### src/rtl/conv_mem_arbiter.sv
// conv_mem_arbiter: shares one data-memory port between the core LSU (port 0)
// and the convolution accelerator fetch engine (port 1). Fixed priority to
// port 0, with an anti-starvation counter and a per-access watchdog.
module conv_mem_arbiter #(
    parameter int unsigned STARVE_LIMIT = 4,
    parameter int unsigned TIMEOUT_CYC  = 255
) (
    input  logic        clk_i,
    input  logic        rst_ni,
    // port 0: core LSU
    input  logic        p0_rd_i,
    input  logic        p0_wr_i,
    input  logic [31:0] p0_addr_i,
    input  logic [31:0] p0_wdata_i,
    input  logic [3:0]  p0_wstrb_i,
    output logic        p0_ack_o,
    output logic        p0_err_o,
    output logic [31:0] p0_data_o,
    // port 1: accelerator fetch engine (read-only)
    input  logic        p1_rd_i,
    input  logic [31:0] p1_addr_i,
    output logic        p1_ack_o,
    output logic        p1_err_o,
    output logic [31:0] p1_data_o,
    // shared memory port
    output logic        mem_rd_o,
    output logic        mem_wr_o,
    output logic [31:0] mem_addr_o,
    output logic [31:0] mem_wdata_o,
    output logic [3:0]  mem_wstrb_o,
    input  logic        mem_ack_i,
    input  logic [31:0] mem_data_i,
    output logic [1:0]  grant_o
);

    localparam int unsigned StarveW = $clog2(STARVE_LIMIT + 1);
    // Counter only ever needs to reach TIMEOUT_CYC-1 before the access ends.
    localparam int unsigned WdW     = (TIMEOUT_CYC > 1) ? $clog2(TIMEOUT_CYC) : 1;
    localparam logic [StarveW-1:0] StarveMax = StarveW'(STARVE_LIMIT);
    localparam logic [WdW-1:0]     WdLast    = WdW'(TIMEOUT_CYC - 1);
    localparam bit                 WdEn      = (TIMEOUT_CYC != 0);
    localparam logic [31:0]        ErrData   = 32'hDEAD_BEEF;

    typedef enum logic [1:0] {StIdle, StGrant0, StGrant1} state_e;

    state_e               r_state, w_state_next;
    logic [StarveW-1:0]   r_starve_cnt, w_starve_next;
    logic [WdW-1:0]       r_wd_cnt, w_wd_next;
    logic                 w_req0, w_req1, w_timeout, w_done;

    // Arbitration, output mux, watchdog and counter next-state logic
    always_comb begin
        w_state_next  = r_state;
        w_starve_next = r_starve_cnt;
        w_wd_next     = r_wd_cnt;
        w_req0        = p0_rd_i | p0_wr_i;
        w_req1        = p1_rd_i;
        w_timeout     = WdEn && (r_wd_cnt == WdLast) && !mem_ack_i;
        w_done        = mem_ack_i | w_timeout;
        grant_o       = 2'b00;
        mem_rd_o      = 1'b0;
        mem_wr_o      = 1'b0;
        mem_addr_o    = 32'h0;
        mem_wdata_o   = 32'h0;
        mem_wstrb_o   = 4'h0;
        p0_ack_o      = 1'b0;
        p0_err_o      = 1'b0;
        p0_data_o     = mem_data_i;
        p1_ack_o      = 1'b0;
        p1_err_o      = 1'b0;
        p1_data_o     = mem_data_i;

        case (r_state)
            StIdle: begin
                if (w_req0 && w_req1) begin
                    w_state_next = (r_starve_cnt == StarveMax) ? StGrant1 : StGrant0;
                end else if (w_req0) begin
                    w_state_next = StGrant0;
                end else if (w_req1) begin
                    w_state_next = StGrant1;
                end
                // Starvation tracking only moves on arbitration decisions.
                if (w_state_next == StGrant1 || !p1_rd_i) begin
                    w_starve_next = '0;
                end else if (w_state_next == StGrant0 && r_starve_cnt != StarveMax) begin
                    w_starve_next = r_starve_cnt + 1'b1;
                end
                w_wd_next = '0;
            end
            StGrant0: begin
                grant_o     = 2'b01;
                mem_rd_o    = p0_rd_i & ~p0_wr_i;
                mem_wr_o    = p0_wr_i;
                mem_addr_o  = p0_addr_i;
                mem_wdata_o = p0_wdata_i;
                mem_wstrb_o = p0_wstrb_i;
                p0_ack_o    = w_done;
                p0_err_o    = w_timeout;
                if (w_timeout) p0_data_o = ErrData;
                if (w_done) w_state_next = StIdle;
                if (!mem_ack_i) w_wd_next = r_wd_cnt + 1'b1;
            end
            StGrant1: begin
                grant_o     = 2'b10;
                mem_rd_o    = p1_rd_i;
                mem_addr_o  = p1_addr_i;
                p1_ack_o    = w_done;
                p1_err_o    = w_timeout;
                if (w_timeout) p1_data_o = ErrData;
                if (w_done) w_state_next = StIdle;
                if (!mem_ack_i) w_wd_next = r_wd_cnt + 1'b1;
            end
            default: w_state_next = StIdle;
        endcase
    end

    // State and counter registers with synchronous active-low reset
    always_ff @(posedge clk_i) begin
        if (!rst_ni) begin
            r_state      <= StIdle;
            r_starve_cnt <= '0;
            r_wd_cnt     <= '0;
        end else begin
            r_state      <= w_state_next;
            r_starve_cnt <= w_starve_next;
            r_wd_cnt     <= w_wd_next;
        end
    end

endmodule

### config.mk
export PLATFORM = sky130hd
export DESIGN_NAME = conv_mem_arbiter
export DESIGN_NICKNAME = d
export VERILOG_FILES = /design/src/rtl/conv_mem_arbiter.sv
export SDC_FILE = /design/constraint.sdc
export NUM_CORES = 1
export LEC_CHECK = 0
export CORE_AREA = 5 5 105 107
export CTS_CLUSTER_DIAMETER = 30
export DETAILED_ROUTE_END_ITERATION = 8
export DIE_AREA = 0 0 110 112
export DONT_BUFFER_PORTS = 1
export MAX_ROUTING_LAYER = met4
export SYNTH_ARGS = -nofsm -noshare
export SYNTH_HDL_FRONTEND = slang
export SYNTH_SLANG_ARGS = --single-unit
### constraint.sdc
create_clock -name clk_i -period 2.15 [get_ports clk_i]
set_input_delay 0.215 -clock clk_i [delete_from_list [all_inputs] [get_ports clk_i]]
set_output_delay 0.215 -clock clk_i [all_outputs]
set_load 0.01 [all_outputs]
==> run_results.csv <==
group,metric,value,unit
synth,synth_top_family_by_area,"simple AND/OR/NAND/NOR gates",
floorplanning,die_h,112,um
power_and_ir_drop,vdd_drop_max,351.1,uV
drt,drtAntennaViolNets,0,
placement,dp_hpwl,7871,um
power_and_ir_drop,p_leak,0.7879,nW
critical_path,timing.critical_path.mode_cell,"buf_4",
drt,dr.first_iter.drc_count,130,
clocking,root_buffer,"clkbuf_8",
clocking,cts_tree,"yes",
critical_path,cp_cell_sequence,"inv_1 -> ha_1 -> buf_4 -> nor2b_1 -> buf_4",
drt,num_vias,2029,
floorplanning,die_w,110,um
floorplanning,rows,37,
clocking,clkLatencyLatePin,0.25,ns
clocking,clk_pin_slew,0.06,ns
drt,drc,0,
synth,synthFlopType,"dfxtp_1",
outcome,outcome,"finished, final reports clean",
grt,grt_use_total,0.1327,
grt,grt_first_pass_wirelength,12100,um
drt,avgRoutedWirePerCell,22.05,um
sta,fin_crit_sh,0.9300,
clocking,cts_setup_buffers,0,
critical_path,critPathTopFamily,"buffers and inverters",
critical_path,worstPathArrival,1.78,ns
finish,fin_cells,412,
power_and_ir_drop,power.density,499.3,nW/um^2
grt,grt_max_degree,37,
synth,synthXorXnorAreaFrac,0.01320,
finish,synthToLayoutAreaGrowth,10.24,%
sta,setup_viol,0,
sta,setup_ws,0.1506,ns
sta,worstMarginPinSlew,0.3409,ns
drt,firstDrtPassIters,4,
placement,place_congestion,0.7415,
synth,ys_ff_latch,13,
finish,nets,424,
grt,grt_pass1_vias,1957,
synth,synth_edf_count,0,
sta,whs,0.08801,ns
synth,synth_nets,432,
synth,synth-compound-area-share,0.1917,
floorplanning,initial_core_util,0.1982,
run,drv_cap,0,
placement,place_inst,408,
synth,synthSimpleGateAreaFrac,0.5317,
floorplanning,dieArea,12320,um^2
finish,drive_gt1_frac,0.06522,
sta,slew_viol_final,0,
synth,mappedNetlistArea,1991,um^2
finish,num_antenna_cells,0,
synth,muxShareOfSynthArea,0.01069,
critical_path,crit_slowest_cell,"ha_1",
sta,setup_tns,0,ns
sta,relSlewSlack,0.7727,
clocking,cts.sinks,13,
synth,yosysWarnings,0,
floorplanning,core_area,10050,um^2
sta,skew,0.005887,ns
drt,route.final.wire_length,9083,um
floorplanning,ioPinCount,278,
critical_path,cp_max_fo,30,
clocking,h-tree-depth,1,
synth,synth_area_per_cell,6.985,um^2
grt,antenna_found_initial,3,
clocking,cts.path.max_buffers,2,
critical_path,critical_path_class,"reg -> out",
hold_path,hold_path_class,"in -> reg",
placement,io_buffers,0,
sta,fin_crit,1.999,ns
critical_path,crit_buf_inv,3,
critical_path,critPathMaxStageDelay,0.40,ns
critical_path,endpoint_kind,"output pin",
critical_path,cp.required,1.93,ns
synth,post_synth_num_cell_types,37,
synth,synthAdderAreaFrac,0.05657,
synth,yosysSeqAreaShare,0.1307,
drt,vias_per_cell,4.925,
sta,hold_viol,0,
placement,pre_cts_slack,0.2933,ns
grt,grt_remaining_overflow,0,
synth,synthCells,285,
sta,max_freq,500.1,MHz
clocking,tritoncts.num_buffers,3,
synth,async_flop_share,0,
critical_path,crit_path_start_kind,"flop",
==> worst reg2reg max path: cells and delay by family (launching register included) <==
family / cells / cell delay, ns
and+or+nand+nor: 3 / 0.78
AOI/OAI and AO/OA: 1 / 0.07
buffers and inverters: 1 / 0.11
DFF: 1 / 0.39
adders and majority gates: 1 / 0.40
==> per-layer routing <==
layer	vias to the layer above	wire length, um	global-route usage	share of wire
li1	925	-	-	-
met4	0	40	0.01995	0.0044
met2	134	4784	0.2314	0.53
met1	966	3457	0.1610	0.38
met3	4	800	0.02261	0.088
met5	-	0	-	0
==> cells in the final DEF, fill, tap and decap left out, types with 3 or more instances in the layout <==
cell type,instances
nor2b_1,50
inv_1,6
and2_1,40
a22oi_1,32
or2_1,48
buf_4,9
nand2b_1,3
nor2_1,7
o21ai_1,5
nand3_1,4
a21oi_1,5
ha_1,8
clkbuf_8,3
nand2_1,8
dfxtp_1,13
nand3b_1,3
==> synth_stat cells, types with 2 or more instances <==
cell	instances	share of area
clkbuf_1	15	0.028
nand2_1	8	0.015
a21oi_1	5	0.013
xor2_1	2	0.0088
and2_1	40	0.13
nor2b_1	50	0.16
dfxtp_1	13	0.13
nand3b_1	3	0.011
nand4_1	2	0.0063
a22oi_1	32	0.12
or2_1	48	0.15
o21ai_0	2	0.0050
ha_1	9	0.057
o21ai_1	5	0.013
and3b_1	2	0.0088
inv_1	6	0.011
nand3_1	4	0.010
nor2_1	8	0.015
o211ai_1	2	0.0075
buf_2	8	0.020
nand2b_1	3	0.0094
a21boi_1	2	0.0075
o21a_1	2	0.0075
==> worst paths after layout <==
| check | from | end | slack (ns) | cells past startpoint |
|---|---|---|---|---|
| min | rst_ni | r_wd_cnt[6] | 0.09 | 1 |
| max | r_state[0] | mem_addr_o[29] | 0.15 | 5 |
| max reg2reg | r_state[0] | r_wd_cnt[7] | 0.29 | 6 |
| min reg2reg | r_wd_cnt[7] | r_wd_cnt[7] | 0.49 | 2 |
==> sequential cells by signal, summed over array words and instances, names as in the netlist <==
name and count:
r_wd_cnt 8, r_state 2, r_starve_cnt 3
==> power breakdown <==
group / total (mW) / internal [mW] / switching (mW)
logic: 0.600 / 0.227 / 0.373
clock network: 0.229 / 0.128 / 0.101
registers: 0.267 / 0.254 / 0.0131
total: 1.10 / 0.609 / 0.487
==> repair_timing <==
action                     4_1_cts  5_1_grt
resized for setup                0        3
setup endpoints to repair        0       58
hold buffers                     0        0
==> cell families (layout without fill, tap and decap cells) <==
group,after synthesis,in the layout
and+or+nand+nor,174,174
xor gates and xnor gates,3,3
buffers and inverters,30,21
muxes,2,2
AOI/OAI and AO/OA,54,54
DFF,13,13
adders and majority gates,9,9
==> cell type report <==
class	count	area [um^2]
tap	136	170.2
sequential	13	260.3
timing repair buffer	11	90.09
multi-input combinational	242	1605
clock buffer	3	41.29
inverter	6	22.52
clock inverter	1	5.005
fill	1123	7851
==> stage by stage <==
stage	instance area, um^2	power [mW]	util
CTS	2185	1.104	0.2175
floorplan	1991	0.7707	-
detailed placement	2138	0.8772	0.2129
global route	2195	1.180	0.2185
finish	2195	1.096	0.2185
global placement	2138	0.8634	0.2129
Note: power is estimated with default switching activity, not from simulation.
